File: src/rtl/fetch_pkg.sv
// Shared fetch-stage encodings: PC source selects and controller FSM states.
// Reused by fetchCycle and decode control so the PC mux encoding has one definition.
package fetch_pkg;

  typedef logic [1:0] pc_src_t;

  localparam pc_src_t PCSRC_NEXT   = 2'b00;
  localparam pc_src_t PCSRC_BRANCH = 2'b01;
  localparam pc_src_t PCSRC_JUMP   = 2'b10;
  localparam pc_src_t PCSRC_HOLD   = 2'b11;

  typedef enum logic [2:0] {
    ST_RESET_HOLD = 3'd0,
    ST_RUN        = 3'd1,
    ST_WAIT_MEM   = 3'd2,
    ST_HALT       = 3'd3
  } state_t;

  localparam int HOLD_CNT_W = 4;

endpackage

File: src/rtl/fetch_controller_if.sv
// Request/control bundle between hazard logic, the fetch controller and the fetch datapath.
// The slave side is the controller; the master side drives requests and consumes the selects.
interface fetch_controller_if #(
  parameter int CNT_W = 16
);
  import fetch_pkg::*;

  logic             stallReq;
  logic             branchTaken;
  logic             jumpReq;
  logic             haltReq;
  logic             resume;
  logic             imemReady;
  pc_src_t          PC_Src;
  logic             pcWrite;
  logic             ifIdWrite;
  logic             ifIdFlush;
  logic             fetchValid;
  logic [2:0]       state;
  logic [CNT_W-1:0] redirectCount;

  modport slave (
    input  stallReq, branchTaken, jumpReq, haltReq, resume, imemReady,
    output PC_Src, pcWrite, ifIdWrite, ifIdFlush, fetchValid, state, redirectCount
  );

  modport master (
    output stallReq, branchTaken, jumpReq, haltReq, resume, imemReady,
    input  PC_Src, pcWrite, ifIdWrite, ifIdFlush, fetchValid, state, redirectCount
  );

endinterface

File: src/rtl/redirect_pending_buf.sv
// One-entry store for a redirect seen while instruction memory stalls; a branch
// replaces a queued jump, a jump never displaces a queued branch. Capture/clear visible next cycle.
module redirect_pending_buf
  import fetch_pkg::*;
(
  input  logic    clk,
  input  logic    rst,
  input  logic    cap_branch,
  input  logic    cap_jump,
  input  logic    clear,
  output logic    pend_vld,
  output pc_src_t pend_sel
);

  logic    pend_vld_q, pend_vld_d;
  pc_src_t pend_sel_q, pend_sel_d;

  always_comb begin
    pend_vld_d = pend_vld_q;
    pend_sel_d = pend_sel_q;
    if (clear) begin
      pend_vld_d = 1'b0;
      pend_sel_d = PCSRC_NEXT;
    end else if (cap_branch) begin
      pend_vld_d = 1'b1;
      pend_sel_d = PCSRC_BRANCH;
    end else if (cap_jump && !(pend_vld_q && pend_sel_q == PCSRC_BRANCH)) begin
      pend_vld_d = 1'b1;
      pend_sel_d = PCSRC_JUMP;
    end
  end

  always_ff @(posedge clk or negedge rst) begin
    if (!rst) begin
      pend_vld_q <= 1'b0;
      pend_sel_q <= PCSRC_NEXT;
    end else begin
      pend_vld_q <= pend_vld_d;
      pend_sel_q <= pend_sel_d;
    end
  end

  assign pend_vld = pend_vld_q;
  assign pend_sel = pend_sel_q;

endmodule

File: src/rtl/fetch_controller.sv
// Fetch-stage sequencer: selects PC source and IF/ID load/flush from redirect, stall, halt and imem-wait.
// Mealy outputs take effect on the next edge; memory not ready holds the PC and buffers one redirect.
module fetch_controller
  import fetch_pkg::*;
#(
  parameter int RESET_HOLD_CYCLES = 2,
  parameter int CNT_W             = 16
) (
  input  logic               clk,
  input  logic               rst,
  fetch_controller_if.slave  bus
);

  state_t                state_q, state_d;
  logic [HOLD_CNT_W-1:0] hold_cnt_q, hold_cnt_d;
  logic [CNT_W-1:0]      redir_cnt_q, redir_cnt_d;

  pc_src_t pc_src;
  logic    pc_write, if_id_write, if_id_flush;
  logic    redirect;
  logic    cap_branch, cap_jump, pend_clr;
  logic    pend_vld;
  pc_src_t pend_sel;

  redirect_pending_buf u_pend (
    .clk        (clk),
    .rst        (rst),
    .cap_branch (cap_branch),
    .cap_jump   (cap_jump),
    .clear      (pend_clr),
    .pend_vld   (pend_vld),
    .pend_sel   (pend_sel)
  );

  always_comb begin
    state_d     = state_q;
    hold_cnt_d  = '0;
    pc_src      = PCSRC_HOLD;
    pc_write    = 1'b0;
    if_id_write = 1'b0;
    if_id_flush = 1'b0;
    redirect    = 1'b0;
    cap_branch  = 1'b0;
    cap_jump    = 1'b0;
    pend_clr    = 1'b0;

    case (state_q)
      ST_RESET_HOLD: begin
        if_id_flush = 1'b1;
        hold_cnt_d  = hold_cnt_q + 4'd1;
        if (hold_cnt_q == HOLD_CNT_W'(RESET_HOLD_CYCLES - 1)) state_d = ST_RUN;
      end
      ST_RUN: begin
        // Redirects need no memory data since the slot is flushed, so they bypass the imem check.
        if (bus.branchTaken) begin
          pc_src   = PCSRC_BRANCH;
          redirect = 1'b1;
        end else if (bus.jumpReq) begin
          pc_src   = PCSRC_JUMP;
          redirect = 1'b1;
        end else if (bus.stallReq) begin
          pc_src = PCSRC_HOLD;
        end else if (bus.haltReq) begin
          state_d = ST_HALT;
        end else if (!bus.imemReady) begin
          state_d = ST_WAIT_MEM;
        end else begin
          pc_src      = PCSRC_NEXT;
          pc_write    = 1'b1;
          if_id_write = 1'b1;
        end
      end
      ST_WAIT_MEM: begin
        if (bus.imemReady) begin
          state_d  = ST_RUN;
          pend_clr = 1'b1;
          if (bus.branchTaken) begin
            pc_src   = PCSRC_BRANCH;
            redirect = 1'b1;
          end else if (bus.jumpReq) begin
            pc_src   = PCSRC_JUMP;
            redirect = 1'b1;
          end else if (pend_vld) begin
            pc_src   = pend_sel;
            redirect = 1'b1;
          end else begin
            pc_src      = PCSRC_NEXT;
            pc_write    = 1'b1;
            if_id_write = 1'b1;
          end
        end else begin
          cap_branch = bus.branchTaken;
          cap_jump   = bus.jumpReq;
        end
      end
      ST_HALT: begin
        if (bus.resume) state_d = ST_RUN;
      end
      default: state_d = ST_RUN;
    endcase

    if (redirect) begin
      pc_write    = 1'b1;
      if_id_write = 1'b1;
      if_id_flush = 1'b1;
    end
  end

  always_comb begin
    redir_cnt_d = redir_cnt_q;
    if (redirect && redir_cnt_q != {CNT_W{1'b1}}) redir_cnt_d = redir_cnt_q + CNT_W'(1);
  end

  always_ff @(posedge clk or negedge rst) begin
    if (!rst) begin
      state_q     <= ST_RESET_HOLD;
      hold_cnt_q  <= '0;
      redir_cnt_q <= '0;
    end else begin
      state_q     <= state_d;
      hold_cnt_q  <= hold_cnt_d;
      redir_cnt_q <= redir_cnt_d;
    end
  end

  assign bus.PC_Src        = pc_src;
  assign bus.pcWrite       = pc_write;
  assign bus.ifIdWrite     = if_id_write;
  assign bus.ifIdFlush     = if_id_flush;
  assign bus.fetchValid    = if_id_write & ~if_id_flush;
  assign bus.state         = state_q;
  assign bus.redirectCount = redir_cnt_q;

endmodule

File: src/flat_wrapper.sv
// flat-port wrapper written by rule: the top's interface ports become plain ports
module fetch_controller_flat import fetch_pkg::*;
#(
  parameter int RESET_HOLD_CYCLES = 2,
  parameter int CNT_W             = 16
)
  (clk, rst, bus_stallReq, bus_branchTaken, bus_jumpReq, bus_haltReq, bus_resume, bus_imemReady, bus_PC_Src, bus_pcWrite, bus_ifIdWrite, bus_ifIdFlush, bus_fetchValid, bus_state, bus_redirectCount);
  fetch_controller_if #(.CNT_W(CNT_W)) bus_i ();
  input  logic clk;
  input  logic rst;
  input wire logic [$bits(bus_i.stallReq)-1:0] bus_stallReq;
  input wire logic [$bits(bus_i.branchTaken)-1:0] bus_branchTaken;
  input wire logic [$bits(bus_i.jumpReq)-1:0] bus_jumpReq;
  input wire logic [$bits(bus_i.haltReq)-1:0] bus_haltReq;
  input wire logic [$bits(bus_i.resume)-1:0] bus_resume;
  input wire logic [$bits(bus_i.imemReady)-1:0] bus_imemReady;
  output wire logic [$bits(bus_i.PC_Src)-1:0] bus_PC_Src;
  output wire logic [$bits(bus_i.pcWrite)-1:0] bus_pcWrite;
  output wire logic [$bits(bus_i.ifIdWrite)-1:0] bus_ifIdWrite;
  output wire logic [$bits(bus_i.ifIdFlush)-1:0] bus_ifIdFlush;
  output wire logic [$bits(bus_i.fetchValid)-1:0] bus_fetchValid;
  output wire logic [$bits(bus_i.state)-1:0] bus_state;
  output wire logic [$bits(bus_i.redirectCount)-1:0] bus_redirectCount;
  assign bus_i.stallReq = bus_stallReq;
  assign bus_i.branchTaken = bus_branchTaken;
  assign bus_i.jumpReq = bus_jumpReq;
  assign bus_i.haltReq = bus_haltReq;
  assign bus_i.resume = bus_resume;
  assign bus_i.imemReady = bus_imemReady;
  assign bus_PC_Src = bus_i.PC_Src;
  assign bus_pcWrite = bus_i.pcWrite;
  assign bus_ifIdWrite = bus_i.ifIdWrite;
  assign bus_ifIdFlush = bus_i.ifIdFlush;
  assign bus_fetchValid = bus_i.fetchValid;
  assign bus_state = bus_i.state;
  assign bus_redirectCount = bus_i.redirectCount;
  fetch_controller #(.RESET_HOLD_CYCLES(RESET_HOLD_CYCLES), .CNT_W(CNT_W)) u_core (.clk(clk), .rst(rst), .bus(bus_i));
endmodule
File: config.mk
export PLATFORM = sky130hd
export DESIGN_NAME = fetch_controller_flat
export DESIGN_NICKNAME = d
export VERILOG_FILES = /design/src/rtl/fetch_pkg.sv /design/src/rtl/fetch_controller_if.sv /design/src/rtl/redirect_pending_buf.sv /design/src/rtl/fetch_controller.sv /design/src/flat_wrapper.sv
export SDC_FILE = /design/constraint.sdc
export NUM_CORES = 1
export LEC_CHECK = 0
export BUFFER_PORTS_ARGS = -buffer_cell sky130_fd_sc_hd__clkbuf_2
export CORE_ASPECT_RATIO = 1.25
export CORE_MARGIN = 1
export CORE_UTILIZATION = 45
export CTS_CLUSTER_DIAMETER = 200
export DETAILED_ROUTE_END_ITERATION = 16
export PLACE_DENSITY = 0.68
export SETUP_SLACK_MARGIN = 0.05
export SLEW_MARGIN = 20
export SYNTH_ARGS = -nofsm -noshare
export SYNTH_HDL_FRONTEND = slang
export SYNTH_HIERARCHICAL = 1
export SYNTH_SLANG_ARGS = --single-unit
File: constraint.sdc
create_clock -name clk -period 2.8 [get_ports clk]
set_clock_uncertainty 0.15 [all_clocks]
set_input_delay 0.42 -clock clk [delete_from_list [all_inputs] [get_ports clk]]
set_output_delay 0.42 -clock clk [all_outputs]
set_load 0.1 [all_outputs]
Word-level counts from Yosys, hierarchy flattened. Index checks and enable logic that the tools add are counted.

Register bits: 26. Input port bits: 8. Output and inout port bits: 25.

Multiplexer cells: 51. Equal/unequal tests: 13. Bitwise operators: 2. Reduce and logical (&&, ||, !) cells: 7. Add/subtract/negate cells: 2.

Operators by type and width (count): $mux 1 (26); $mux 2 (12); $mux 3 (8); $add 16x1->16 const B (1); $ne 16x16->1 const B (1); $pmux 3 s4 (1); $ne 2x2->1 const B (5); $reduce_and 7->1 (1); $eq 3x2->1 const B (2); $add 4x1->4 const B (1); $eq 4x1->1 const B (1); $mux 4 (1); $pmux 1 s2 (2); $pmux 2 s2 (1); $eq 3x1->1 const B (1); $logic_and 1x1->1 (3); $logic_not 3->1 (1); $ne 3x3->1 const B (1); $reduce_bool 3->1 (1); $eq 2x1->1 const B (1); $ne 2x1->1 const B (1); $and 1x1->1 (1); $logic_not 1->1 (1); $not 1->1 (1).

Longest topological paths before layout.
Depth in word-level cells: 8. Depth in mapped cells: 7.

Modules after synthesis. Netlist, hierarchy kept.

By module, submodules not included: fetch_controller (area an instance 1365.1 um2, cells each 131, instances 1); redirect_pending_buf (area an instance 125.1 um2, cells each 12, instances 1).

Worst setup path after synthesis. OpenSTA, ideal clock, no wires.

Kind: register to output. Start: reg u_core.state_q[0] (netlist: u_core/bus.state[0]). End: out bus_PC_Src[1]. Setup slack: -2710 ps. Required time: 2230 ps. Arrival: 4940 ps. Stages on the path, launching flop included: 4. Cell sequence: dfrtp_1 ha_1 inv_1 o311ai_0.

Longest elaborated chain between the ends: 2.

Ends and longest elaborated chain: start: declaration (RTL line fetch_controller.sv:14) `state_t state_q, state_d;`; start signal: assignment (RTL line fetch_controller.sv:120) `state_q <= state_d;`; $eq 3x2->1 or $eq 3x1->1 (tied branches) (RTL line fetch_controller.sv:47) `case (state_q)`; $pmux 2 s2 (*) (RTL line fetch_controller.sv:47); end: declaration (RTL line flat_wrapper.sv:17) `output wire logic [$bits(bus_i.PC_Src)-1:0] bus_PC_Src;`.

Mark *: on every way between the ends. The rest lies on a longest branch, timed or not.

Worst setup path after layout.
Start: reg u_core.state_q[1] (netlist: u_core/bus.state[1]). End: out bus_ifIdFlush.

Longest elaborated chain between the ends: 3.

Ends and longest elaborated chain: $eq 3x2->1 (tied with other cells) (RTL line fetch_controller.sv:47); $pmux 1 s2 or $mux 1 (tied branches) (RTL line fetch_controller.sv:47); $mux 1 (*) (RTL line fetch_controller.sv:102) `if (redirect) begin`; end: declaration (RTL line flat_wrapper.sv:20) `output wire logic [$bits(bus_i.ifIdFlush)-1:0] bus_ifIdFlush;`.

Marked as above.

==> impl_metrics.csv <==
group,metric,value,unit
status,status,"finished, final reports clean",
die,io_pins,33,
drt,first_iter_violations,26,
cells_and_area,diodes,0,
cts,post_cts_buffers,0,
die,initial_utilization,46.65,%
drt,antenna_left,0,
die,die_x,53.47,um
critical_path,endpoint,"bus_ifIdFlush",
die,num_rows,23,
synthesis,synth_cells,143,
cts,hold_buffers,0,
synthesis,synth_flop_cell,"dfrtp_1",
drt,route.detailed.drc,0,
critical_path,required,2230,ps
timing,finalHoldViolations,0,
timing,tightest_slew,611.2,ps
timing,rsz0062_at_grt,"false",
timing,drv_slew,0,
cts,ctsResizeCount,0,
timing,finalCriticalPeriod,2630,ps
timing,tns,0,ps
placement,post_dp_cell_area,1744,um2
critical_path,worstReg2RegEnd,"u_core/bus.redirectCount[1]$_DFFE_PN0P_",
cells_and_area,final_nets,191,
cts,cts_tree,"yes",
synthesis,syn_area_per_cell,10.42,um2
timing,finalCritPeriodShare,93.94,%
placement,gp_congestion,0.9465,
critical_path,rrSetupSlack,570,ps
placement,io_buffer_count,31,
cells_and_area,fin_cells,212,
die,dieArea,3547,um2
cts,cts_made_buffers,3,
die,core_area,3194,um2
cts,numClockSinks,25,
cells_and_area,area.sequential,633.1,um2
synthesis,synth_edf_count,0,
critical_path,end_kind,"output port",
cts,cts_root_buf,"clkbuf_8",
cells_and_area,fillerInstances,277,
global_route,grt_max_degree,26,
critical_path,crit_fanout,10,
critical_path,crit_start,"u_core/bus.state[1]$_DFFE_PN0P_",
timing,finalSetupViolations,0,
timing,relSlewSlack,59.26,%
placement,dp_cells,208,
critical_path,crit_chain,"ha_4 -> and2_2 -> o211ai_4 -> nand2b_4 -> clkbuf_2",
critical_path,crit_arrival,2060,ps
drt,wl,2.940,mm
global_route,grt_overflow_total,0,
critical_path,critPathSlowestCell,"dfrtp_4",
timing,hold_ws,3.782,ps
timing,fmax,0.3802,GHz
cts,htreeDepth,1,
drt,via_per_inst,5.363,
drt,drtPass1Iterations,4,
synthesis,seq_area_frac_synth,41.98,%
die,fp.dieH,66.34,um
cells_and_area,area_delta_synth_final,20.15,%
critical_path,reg2reg_from,"u_core/bus.state[1]$_DFFE_PN0P_",
synthesis,syn_area,1490,um2
drt,num_vias,1137,
synthesis,yosys_warnings,6,
critical_path,slowest_delay,520,ps
global_route,grt_pass1_wl,4.899,mm
global_route,grt_antenna_before_repair,0,
critical_path,ff2ff_path_depth,6,
cells_and_area,drive_gt1_share,34.29,%
synthesis,ys_types,41,
critical_path,startpoint_type,"register",
synthesis,ys_async_sr_fraction,100.0,%
global_route,grt_pass1_vias,1164,
cts,clkLatencyLatePin,260,ps
synthesis,synth-seq-cells,25,
placement,dp_hpwl,2.295,mm
cells_and_area,final_area,1790,um2
cts,clock_path_buffers,2,
cells_and_area,multi_input_area,842.1,um2
global_route,grt_usage,18.55,%
critical_path,worstSetupPathType,"reg -> out",
drt,wl_per_cell,13.87,um
cts,clk_pin_slew,80,ps
job,drv_cap,0,
worst_hold_path,hold_path_class,"in -> async",
synthesis,synth_nets,158,
[worst min path at each step]
stage | cells past startpoint | slack (ps) | endpoint
2_1_floorplan | 0 | -30 | u_core/bus.redirectCount[0]$_DFFE_PN0P_
3_3_place_gp | 1 | 310 | u_core/bus.redirectCount[1]$_DFFE_PN0P_
3_5_place_dp | 1 | 310 | u_core/bus.redirectCount[1]$_DFFE_PN0P_
4_1_cts | 1 | 20 | u_core/bus.redirectCount[1]$_DFFE_PN0P_
5_1_grt | 1 | 30 | u_core/bus.redirectCount[4]$_DFFE_PN0P_
6_report | 1 | 4 | u_core/bus.redirectCount[4]$_DFFE_PN0P_
[cells in the mapped netlist, types with 2 or more instances]
| cell | count | area share [%] |
|---|---|---|
| and2_1 | 4 | 1.7 |
| and3_1 | 3 | 1.3 |
| buf_4 | 2 | 1.0 |
| buf_6 | 2 | 1.5 |
| dfrtp_1 | 25 | 42 |
| ha_1 | 7 | 5.9 |
| inv_1 | 10 | 2.5 |
| mux2i_1 | 2 | 1.3 |
| nand2_1 | 13 | 3.3 |
| nand2b_1 | 3 | 1.3 |
| nand3_1 | 3 | 1.0 |
| nand4_1 | 5 | 2.1 |
| nor2_1 | 8 | 2.0 |
| nor2b_1 | 3 | 1.3 |
| nor3_1 | 3 | 1.0 |
| nor3_2 | 5 | 3.4 |
| nor4_2 | 4 | 3.4 |
| o211ai_1 | 2 | 1.0 |
| o21ai_0 | 2 | 0.67 |
| xor2_1 | 16 | 9.4 |
[routing by layer]
layer | track usage [%] | routed length [um]
met1 | 23.22 | 1312
met2 | 31.72 | 1497
met3 | 2.759 | 111
met4 | 5.921 | 19
met5 | 0 | 0
[metrics by stage]
stage               util, %  worst slack, ps
finish                56.05            169.6
global route          56.05            68.51
CTS                   56.05            133.3
detailed placement    54.60            438.6
global placement      54.60            484.3
floorplan                 -           -4.544
[final cells by class]
type	count	share of cell area, %
multi-input cells	104	47.03
flip-flops and latches	25	35.36
repair buffers	32	10.20
well taps	37	2.586
clock buffers	3	2.306
inverters	10	2.236
clock inverters	1	0.2795
[critical path: cells and delay by family, from the launching register on]
family / cells / cell delay (ps)
DFF: 1 / 520
AOI/OAI and AO/OA: 1 / 380
buffers and inverters: 1 / 380
and+or+nand+nor: 2 / 340
adders and majority gates: 1 / 180
[placed cells by master, fill, tap and decap left out, types with 2 or more instances in the layout]
cell type  instances
and2_1             4
and3_1             3
buf_4              3
clkbuf_2          27
clkbuf_8           3
dfrtp_1           23
dfrtp_4            2
ha_1               6
inv_1              9
mux2i_1            2
nand2_1           12
nand2b_1           2
nand3_1            3
nand4_1            5
nor2_1             7
nor2b_1            3
nor3_1             3
nor3_2             5
nor4_2             4
o211ai_1           2
o21ai_0            2
xor2_1            16
[cells by family (layout without fill, tap and decap cells)]
kind of cell               Yosys count  in the layout  share of synthesized area, %
xor gates and xnor gates            17             17                         9.991
adders and majority gates            7              7                         5.877
other                                1              1                        0.2516
AOI/OAI and AO/OA                   15             15                         8.649
muxes                                3              3                         2.099
and+or+nand+nor                     61             61                         26.11
buffers and inverters               14             46                         5.038
DFF                                 25             25                         41.98
[flip-flops by register name (all words and copies together), names as in the netlist]
register and cells:
u_core/bus.redirectCount 16, u_core/hold_cnt_q 4, u_core/bus.state 2, u_core/u_pend/pend_sel 2, u_core/u_pend/pend_vld 1
Power is not shown: default switching activity piles up to over one toggle a cycle in this logic, so the estimate is an artifact.
